### config.mk
export PLATFORM = sky130hd
export DESIGN_NAME = execute_hazard_control
export DESIGN_NICKNAME = d
export VERILOG_FILES = /design/src/rtl/execute_hazard_control_pkg.sv /design/src/rtl/hazard_load_use_detect.sv /design/src/rtl/execute_hazard_control.sv
export SDC_FILE = /design/constraint.sdc
export NUM_CORES = 1
export LEC_CHECK = 0
export ABC_CLOCK_PERIOD_IN_PS = 3500
export CAP_MARGIN = 20
export CORE_MARGIN = 2
export CORE_UTILIZATION = 40
export DETAILED_ROUTE_END_ITERATION = 6
export PLACE_DENSITY = 0.71
export SYNTH_ARGS = -nofsm -noshare
export SYNTH_HDL_FRONTEND = slang
export SYNTH_HIERARCHICAL = 1
export SYNTH_SLANG_ARGS = --single-unit
### constraint.sdc
create_clock -name clk -period 3.5 [get_ports clk]
set_input_delay 0.7 -clock clk [delete_from_list [all_inputs] [get_ports clk]]
set_output_delay 0.7 -clock clk [all_outputs]
set_load 0.01 [all_outputs]
### src/rtl/execute_hazard_control_pkg.sv
// Shared definitions for the execute-stage hazard sequencer: FSM state
// encoding, default register address width and the hard-wired zero register.
package execute_hazard_control_pkg;

  typedef enum logic {
    HC_RUN     = 1'b0,
    HC_MC_BUSY = 1'b1
  } hc_state_e;

  localparam int unsigned HC_REG_ADDR_WIDTH = 5;

  // Register 0 is hard-wired to zero; a write to it never creates a hazard.
  localparam int unsigned HC_ZERO_REG = 0;

endpackage

### src/rtl/hazard_load_use_detect.sv
// Load-use hazard detector: flags when the instruction in decode reads the
// destination of a load that is still in execute (data not yet available).
module hazard_load_use_detect
  import execute_hazard_control_pkg::*;
#(
  parameter int unsigned REG_ADDR_WIDTH = HC_REG_ADDR_WIDTH
) (
  input  logic [REG_ADDR_WIDTH-1:0] id_reg_a_addr,
  input  logic [REG_ADDR_WIDTH-1:0] id_reg_b_addr,
  input  logic                      id_reg_a_used,
  input  logic                      id_reg_b_used,
  input  logic                      ex_mem_data_rd_en,
  input  logic                      ex_reg_wr_en,
  input  logic [REG_ADDR_WIDTH-1:0] ex_reg_wr_addr,
  output logic                      load_use
);

  logic dest_live;
  logic a_hit;
  logic b_hit;

  // A load only matters if it actually writes a real (non-zero) register.
  assign dest_live = ex_mem_data_rd_en & ex_reg_wr_en &
                     (ex_reg_wr_addr != REG_ADDR_WIDTH'(HC_ZERO_REG));

  assign a_hit = id_reg_a_used & (id_reg_a_addr == ex_reg_wr_addr);
  assign b_hit = id_reg_b_used & (id_reg_b_addr == ex_reg_wr_addr);

  assign load_use = dest_live & (a_hit | b_hit);

endmodule

### src/rtl/execute_hazard_control.sv
// Execute-stage pipeline sequencer. Resolves load-use stalls, branch/jump
// redirect flushes and multi-cycle (mul/div) operation sequencing, and drives
// the stall/flush/bubble controls of the IF/ID, ID/EX and EX/MEM registers.
//
// Signalling: there is no valid/ready handshake here. Every control output is
// a level that is meaningful in every cycle and acts on the pipeline registers
// at the next rising edge; it is derived combinationally from the current
// state and this cycle's inputs, and forced low while rst_n is low.
module execute_hazard_control
  import execute_hazard_control_pkg::*;
#(
  parameter int unsigned REG_ADDR_WIDTH  = HC_REG_ADDR_WIDTH,
  parameter int unsigned MC_CNT_WIDTH    = 6,
  parameter int unsigned MC_MAX_CYCLES   = 34,
  parameter int unsigned STALL_CNT_WIDTH = 16
) (
  input  logic                       clk,
  input  logic                       rst_n,
  input  logic                       flush_in,
  input  logic [REG_ADDR_WIDTH-1:0]  id_reg_a_addr_in,
  input  logic [REG_ADDR_WIDTH-1:0]  id_reg_b_addr_in,
  input  logic                       id_reg_a_used_in,
  input  logic                       id_reg_b_used_in,
  input  logic                       ex_mem_data_rd_en_in,
  input  logic                       ex_reg_wr_en_in,
  input  logic [REG_ADDR_WIDTH-1:0]  ex_reg_wr_addr_in,
  input  logic                       ex_select_new_pc_in,
  input  logic                       ex_mc_start_in,
  input  logic                       ex_mc_done_in,
  output logic                       fetch_stall_out,
  output logic                       decode_stall_out,
  output logic                       decode_flush_out,
  output logic                       execute_flush_out,
  output logic                       memory_bubble_out,
  output logic                       mc_busy_out,
  output logic                       mc_timeout_out,
  output logic [STALL_CNT_WIDTH-1:0] stall_count_out,
  output hc_state_e                  state_dbg_out
);

  localparam logic [MC_CNT_WIDTH-1:0] MC_LOAD = MC_CNT_WIDTH'(MC_MAX_CYCLES - 1);

  hc_state_e                  state;
  logic [MC_CNT_WIDTH-1:0]    mc_cnt;
  logic                       mc_timeout;
  logic [STALL_CNT_WIDTH-1:0] stall_cnt;

  logic load_use;

  // Raw (pre-reset-gating) control decisions and FSM events.
  logic c_fetch_stall;
  logic c_decode_stall;
  logic c_decode_flush;
  logic c_execute_flush;
  logic c_memory_bubble;
  logic c_mc_busy;
  logic go_busy;
  logic leave_busy;
  logic timeout_hit;

  hazard_load_use_detect #(
    .REG_ADDR_WIDTH (REG_ADDR_WIDTH)
  ) u_load_use (
    .id_reg_a_addr     (id_reg_a_addr_in),
    .id_reg_b_addr     (id_reg_b_addr_in),
    .id_reg_a_used     (id_reg_a_used_in),
    .id_reg_b_used     (id_reg_b_used_in),
    .ex_mem_data_rd_en (ex_mem_data_rd_en_in),
    .ex_reg_wr_en      (ex_reg_wr_en_in),
    .ex_reg_wr_addr    (ex_reg_wr_addr_in),
    .load_use          (load_use)
  );

  // Same-cycle control decode: priority abort > redirect > multi-cycle > load-use.
  always_comb begin
    c_fetch_stall   = 1'b0;
    c_decode_stall  = 1'b0;
    c_decode_flush  = 1'b0;
    c_execute_flush = 1'b0;
    c_memory_bubble = 1'b0;
    c_mc_busy       = 1'b0;
    go_busy         = 1'b0;
    leave_busy      = 1'b0;
    timeout_hit     = 1'b0;
    case (state)
      HC_RUN: begin
        if (flush_in) begin
          c_decode_flush  = 1'b1;
          c_execute_flush = 1'b1;
          c_memory_bubble = 1'b1;
        end else if (ex_select_new_pc_in) begin
          // The younger instruction in decode is squashed, so its hazards vanish.
          c_decode_flush  = 1'b1;
          c_execute_flush = 1'b1;
        end else if (ex_mc_start_in) begin
          // A result ready on entry completes in one cycle with no stall.
          if (!ex_mc_done_in) begin
            c_fetch_stall   = 1'b1;
            c_decode_stall  = 1'b1;
            c_memory_bubble = 1'b1;
            c_mc_busy       = 1'b1;
            go_busy         = 1'b1;
          end
        end else if (load_use) begin
          // One bubble suffices: next cycle the load is in MEM and can forward.
          c_fetch_stall   = 1'b1;
          c_decode_stall  = 1'b1;
          c_execute_flush = 1'b1;
        end
      end
      HC_MC_BUSY: begin
        if (flush_in) begin
          c_decode_flush  = 1'b1;
          c_execute_flush = 1'b1;
          c_memory_bubble = 1'b1;
          leave_busy      = 1'b1;
        end else if (ex_mc_done_in) begin
          // Result passes to EX/MEM this cycle, so stalls and bubble drop.
          leave_busy      = 1'b1;
        end else if (mc_cnt == '0) begin
          leave_busy      = 1'b1;
          timeout_hit     = 1'b1;
        end else begin
          c_fetch_stall   = 1'b1;
          c_decode_stall  = 1'b1;
          c_memory_bubble = 1'b1;
          c_mc_busy       = 1'b1;
        end
      end
      default: ;
    endcase
  end

  // FSM, multi-cycle busy counter, sticky timeout flag and stall performance counter.
  always_ff @(posedge clk or negedge rst_n) begin
    if (!rst_n) begin
      state      <= HC_RUN;
      mc_cnt     <= '0;
      mc_timeout <= 1'b0;
      stall_cnt  <= '0;
    end else begin
      case (state)
        HC_RUN: begin
          if (go_busy) begin
            state  <= HC_MC_BUSY;
            mc_cnt <= MC_LOAD;
          end
        end
        HC_MC_BUSY: begin
          if (leave_busy) begin
            state  <= HC_RUN;
            mc_cnt <= '0;
          end else begin
            mc_cnt <= mc_cnt - 1'b1;
          end
        end
        default: begin
          state  <= HC_RUN;
          mc_cnt <= '0;
        end
      endcase
      if (timeout_hit) begin
        mc_timeout <= 1'b1;
      end
      if (c_fetch_stall && (stall_cnt != '1)) begin
        stall_cnt <= stall_cnt + 1'b1;
      end
    end
  end

  assign fetch_stall_out   = rst_n & c_fetch_stall;
  assign decode_stall_out  = rst_n & c_decode_stall;
  assign decode_flush_out  = rst_n & c_decode_flush;
  assign execute_flush_out = rst_n & c_execute_flush;
  assign memory_bubble_out = rst_n & c_memory_bubble;
  assign mc_busy_out       = rst_n & c_mc_busy;
  assign mc_timeout_out    = mc_timeout;
  assign stall_count_out   = stall_cnt;
  assign state_dbg_out     = state;

endmodule

# ---- After elaboration in Yosys (flattened, before gate mapping)
# Index checks and enable logic that the tools add are counted.
dict set report op_classes {
  n_addsub 2
  n_eq_ne 4
  muxes 38
  bitwise 12
  reduce_logical 3
}
# operator count
set ops {}
lappend ops {{1-bit two-way mux} 29}
lappend ops {{16-bit by 1-bit adder with 16-bit output (second input constant)} 1}
lappend ops {{16-bit inequality test (second input constant)} 1}
lappend ops {{6-bit two-way mux} 2}
lappend ops {{1-bit case mux with 2 select lines} 6}
lappend ops {{6-bit case mux with 2 select lines} 1}
lappend ops {{1-bit bitwise AND} 10}
lappend ops {{5-bit equality test} 2}
lappend ops {{6-bit logical NOT} 1}
lappend ops {{6-bit by 1-bit subtractor with 6-bit output (second input constant)} 1}
lappend ops {{5-bit nonzero test} 1}
lappend ops {{2-bit inequality test (second input constant)} 1}
lappend ops {{1-bit logical AND} 1}
lappend ops {{1-bit NOT} 1}
lappend ops {{1-bit OR} 1}
dict set report word_totals {
  ff_bits 24
  input_bits 25
  output_inout_bits 24
  word_cells 63
}

# ---- Logic depth before layout (Yosys ltp)
dict set report depth {
  depth_word 10
  depth_mapped 10
  mapped_depth_nobuf 9
}

# ---- Hierarchy
# The synthesis kept the hierarchy.
# mod instances cells_each area_per_inst_um2 seq_area_each_um2
set modules_own_cells {}
lappend modules_own_cells {execute_hazard_control 1 138 1393.8 600.6}
lappend modules_own_cells {hazard_load_use_detect 1 17 135.1 0.0}

# ---- Worst setup path before layout
# Ideal clock, no wire load.
dict set report synth_path {
  path_kind {input port to output port}
  startpoint {input port id_reg_a_addr_in[0]}
  endpoint {output port fetch_stall_out}
  arrival_ns 2.409
  required_ns 2.800
  slack_ns 0.391
  path_stages 10
  path_buffers 2
  cell_sequence {xor2_1 -> nor4_1 -> nand3_1 -> a21oi_1 -> nand2b_1 -> a2111oi_4 -> or2_1 -> buf_6 -> and2_1 -> buf_4}
}
dict set report synth_between {
  elab_chain_cells 10
}
# element line_no
set synth_lines {}
lappend synth_lines {{start, declared} execute_hazard_control.sv:20} ;# input logic [REG_ADDR_WIDTH-1:0] id_reg_a_addr_in,
lappend synth_lines {{5-bit equality test} hazard_load_use_detect.sv:26} ;# assign a_hit = id_reg_a_used & (id_reg_a_addr == ex_reg_wr_addr);
lappend synth_lines {{1-bit bitwise AND} hazard_load_use_detect.sv:26}
lappend synth_lines {{1-bit OR} hazard_load_use_detect.sv:29} ;# assign load_use = dest_live & (a_hit | b_hit);
lappend synth_lines {{1-bit bitwise AND} hazard_load_use_detect.sv:29}
lappend synth_lines {{via load_use} execute_hazard_control.sv:48} ;# logic load_use;
lappend synth_lines {{1-bit two-way mux (4 in a row)} -}
lappend synth_lines {{1-bit case mux with 2 select lines} -}
lappend synth_lines {{1-bit bitwise AND} -}
lappend synth_lines {{end, declared} execute_hazard_control.sv:30} ;# output logic fetch_stall_out,
# The timed path passes the listed nets, and every way through them passes these cells.

# ---- Final worst setup path
dict set report layout_path {
  startpoint {input port ex_reg_wr_addr_in[4]}
  endpoint {output port execute_flush_out}
}
dict set report layout_between {
  elab_chain_cells 10
  elab_cells_between_ends 14
  classes_between {eq/ne (2); mux (5); bitwise (6); reduce/logical (1)}
}
# element line_no
set layout_lines {}
lappend layout_lines {{start, declared} execute_hazard_control.sv:26} ;# input logic [REG_ADDR_WIDTH-1:0] ex_reg_wr_addr_in,
lappend layout_lines {{5-bit equality test, on equally long branches} {hazard_load_use_detect.sv:26, hazard_load_use_detect.sv:27}}
lappend layout_lines {{1-bit bitwise AND, on equally long branches} {hazard_load_use_detect.sv:26, hazard_load_use_detect.sv:27}}
lappend layout_lines {{1-bit OR} hazard_load_use_detect.sv:29}
lappend layout_lines {{1-bit bitwise AND *} hazard_load_use_detect.sv:29}
lappend layout_lines {{via load_use} execute_hazard_control.sv:48}
lappend layout_lines {{1-bit two-way mux *} execute_hazard_control.sv:104} ;# end else if (load_use) begin
lappend layout_lines {{1-bit two-way mux *} execute_hazard_control.sv:95} ;# end else if (ex_mc_start_in) begin
lappend layout_lines {{1-bit two-way mux *} execute_hazard_control.sv:91} ;# end else if (ex_select_new_pc_in) begin
lappend layout_lines {{1-bit two-way mux *} execute_hazard_control.sv:87} ;# if (flush_in) begin
lappend layout_lines {{1-bit case mux with 2 select lines *} execute_hazard_control.sv:85} ;# case (state)
lappend layout_lines {{1-bit bitwise AND *} execute_hazard_control.sv:174} ;# assign execute_flush_out = rst_n & c_execute_flush;
lappend layout_lines {{end, declared} execute_hazard_control.sv:33} ;# output logic execute_flush_out,
# Mark *: on every way through the listed nets, which the timed path passes. The rest lies on a longest branch.

==> reports/metrics.yaml <==
power_and_ir_drop:
  powerDensity_mw_per_mm2: 370
  peakVddDrop_mv: 0.320
  power.leakage_nw: 0.983
sta:
  finClkSkew_ns: 0.00217
  finalHoldViolCount: 0
  setup_viol: 0
  worst_pin_slew_ns: 0.495
  drv_slew: 0
  rsz0062_at_grt: "false"
  final.min_clock_period_ns: 3.37
  max_freq_ghz: 0.297
  period_share_pct: 96.2
  slew_headroom_pct: 67.0
synth:
  synth-seq-area-share_pct: 39.3
  synth.area.top_cells: "dfrtp_1 39%, xor2_1 9.2%, xnor2_1 4.6%"
  synthFlopType: "dfrtp_1"
  synth.avg_cell_area_um2: 9.86
  ys_ff_latch: 24
  netlist_instances: 155
  synthDistinctLibCells: 44
  synthArstFlopShare_pct: 100
  ys_warn_count: 6
  syn-cell-area_mm2: 0.00153
  synth_area_leader_cell: "dfrtp_1"
  synth-edff-count: 0
  synth_top_area_share_pct: 39.3
  syn-num-nets: 183
placed_design:
  placed_cells: 253
  port_buffers: 48
  gp_congestion: 0.811
  placed_area_mm2: 0.00208
  hpwl_um: 2830
clocking:
  clockBufferDepth: 2
  clkTransAtPathRegs_ns: 0.09
  holdBufCountCts: 0
  cts_max_level: 1
  cts_tree: "yes"
  clk_latency_ns: 0.27
  cts_root_buf: "clkbuf_8"
  clock_sinks: 24
  cts_buffers: 3
finish:
  final_cells: 259
  nNetsFinal: 240
  antennaDiodeCount: 0
  finalInstanceArea_mm2: 0.00219
  area_growth_pct: 43.0
  drive_above_1_share_pct: 15.2
die:
  dieArea_mm2: 0.00433
  die_w_um: 65.8
  start_util_pct: 41.8
  num_io_pins: 49
  die_h_um: 65.8
  core-area_mm2: 0.00366
  rows: 22
min_path:
  hp-class: "flip-flop to flip-flop"
route:
  vias_per_cell: 5.13
  wirelength_um: 3670
  drtIter0Drc: 56
  firstDrtPassIters: 4
  ant_nets: 0
  num_vias: 1329
  drc: 0
  wire_per_inst_um: 14.2
run:
  cap_violations: 0
critical_path:
  end_kind: "output pin"
  start_kind: "input pin"
  worstPathMaxFanout: 3
  cp.arrival_ns: 2.67
  cp_data_required_time_ns: 2.80
  critical_path_class: "input pin to output pin"
outcome:
  status: "complete, no violations"
global_route:
  grt_pass1_wl_um: 6170
  grt_max_degree: 14
  gr-total-overflow: 0
  antenna_found_initial: 0
  grt_pass1_vias: 1306
  grt_usage_pct: 18.2
-- routing by layer --
metal	wire length [um]	up-vias	global-route usage [%]
li1	-	663	-
met1	1680	632	24.7
met2	1830	31	30.6
met3	137	3	2.56
met4	23	0	4.43
met5	0	-	0
-- layout by cell type (no fill, tap or decap), drive strengths merged, types with 4 or more instances in the layout --
cell type / count
clkbuf: 4
nand4: 5
nand2: 16
xnor2: 8
a21oi: 5
nor4: 7
nor3: 7
o21ai: 6
nor2: 10
dfrtp: 24
dlymetal6s2s: 6
xor2: 16
nand3: 9
clkdlybuf4s50: 36
buf: 10
inv: 5
dlygate4sd2: 4
-- critical path, cell delays in order --
cell and delay, ns:
dlygate4sd2_1 0.27, xor2_1 0.19, nor4_2 0.30, nand3_1 0.13, a21oi_2 0.15, nand2b_1 0.12, a21oi_2 0.15, o21a_1 0.11
clkdlybuf4s50_1 0.53
-- synth_stat cells (all sizes together) (3+ instances only) --
master / number
buf: 3
nand3: 9
nor2: 10
nor4: 7
nor3: 7
and3: 3
ha: 3
xor2: 16
nand4: 5
a21oi: 5
o21a: 3
xnor2: 8
o21ai: 6
inv: 5
nand2: 16
and2: 3
dfrtp: 24
-- final timing paths --
check / startpoint / endpoint / slack [ns] / depth (start not counted)
worst min register to register: stall_count_out[4] / stall_count_out[4] / 0.50 / 1
worst max register to register: mc_cnt[0] / stall_count_out[1] / 1.27 / 9
max in group asynchronous: rst_n / stall_count_out[13] / 2.24 / 2
min in group asynchronous: rst_n / stall_count_out[5] / 0.73 / 1
worst max-delay path: ex_reg_wr_addr_in[4] / execute_flush_out / 0.13 / 9
worst min-delay path: stall_count_out[4] / stall_count_out[4] / 0.50 / 1
-- through the flow --
stage | util [%] | total power, mW | worst slack [ns] | hold slack (ns) | setup TNS [ns]
floorplan | - | 0.487 | 0.391 | 0.404 | 0
global placement | 56.8 | 0.611 | -0.324 | 0.462 | -0.660
detailed placement | 56.8 | 0.618 | -0.405 | 0.484 | -0.863
CTS | 58.3 | 0.812 | 0.0219 | 0.506 | 0
global route | 59.7 | 0.860 | 0.0194 | 0.527 | 0
finish | 59.7 | 0.808 | 0.134 | 0.502 | 0
-- power by group --
part / internal (mW) / switching [mW] / leakage (nW) / total (mW)
registers: 0.313 / 0.0407 / 0.318 / 0.353
logic: 0.134 / 0.129 / 0.636 / 0.263
clock network: 0.101 / 0.0913 / 0.0288 / 0.192
total: 0.547 / 0.261 / 0.983 / 0.808
-- area by class of cell --
cell class / count / area, um2
clock buffers: 4 / 55.1
fillers: 317 / 1480
inverters: 5 / 18.8
multi-input cells: 122 / 898
flip-flops and latches: 24 / 601
well taps: 48 / 60.1
repair buffers: 56 / 553
-- cell families (layout without fill, tap and decap cells) --
| kind of cell | count (synthesis) | count (layout) | synth area share [%] |
|---|---|---|---|
| XOR/XNOR | 24 | 24 | 13.7 |
| multiplexers | 2 | 2 | 1.72 |
| flip-flops | 24 | 24 | 39.3 |
| buffers and inverters | 9 | 65 | 3.44 |
| adder cells (fa/ha/maj) | 3 | 3 | 2.46 |
| AO/OA/AOI/OAI | 24 | 24 | 13.4 |
| AND/OR/NAND/NOR | 69 | 69 | 25.9 |
-- what timing repair did --
| item | CTS | global route |
|---|---|---|
| resized for setup | 12 | 13 |
| pin swaps | 6 | 7 |
| buffers inserted | 2 | 0 |
| endpoints found under the setup margin | 3 | 3 |
-- registers in the layout (all words and copies together), names as in the netlist --
name / flops
mc_cnt: 6
mc_timeout_out: 1
stall_count_out: 16
state_dbg_out: 1
No activity file was read; power rests on OpenSTA's default activity.
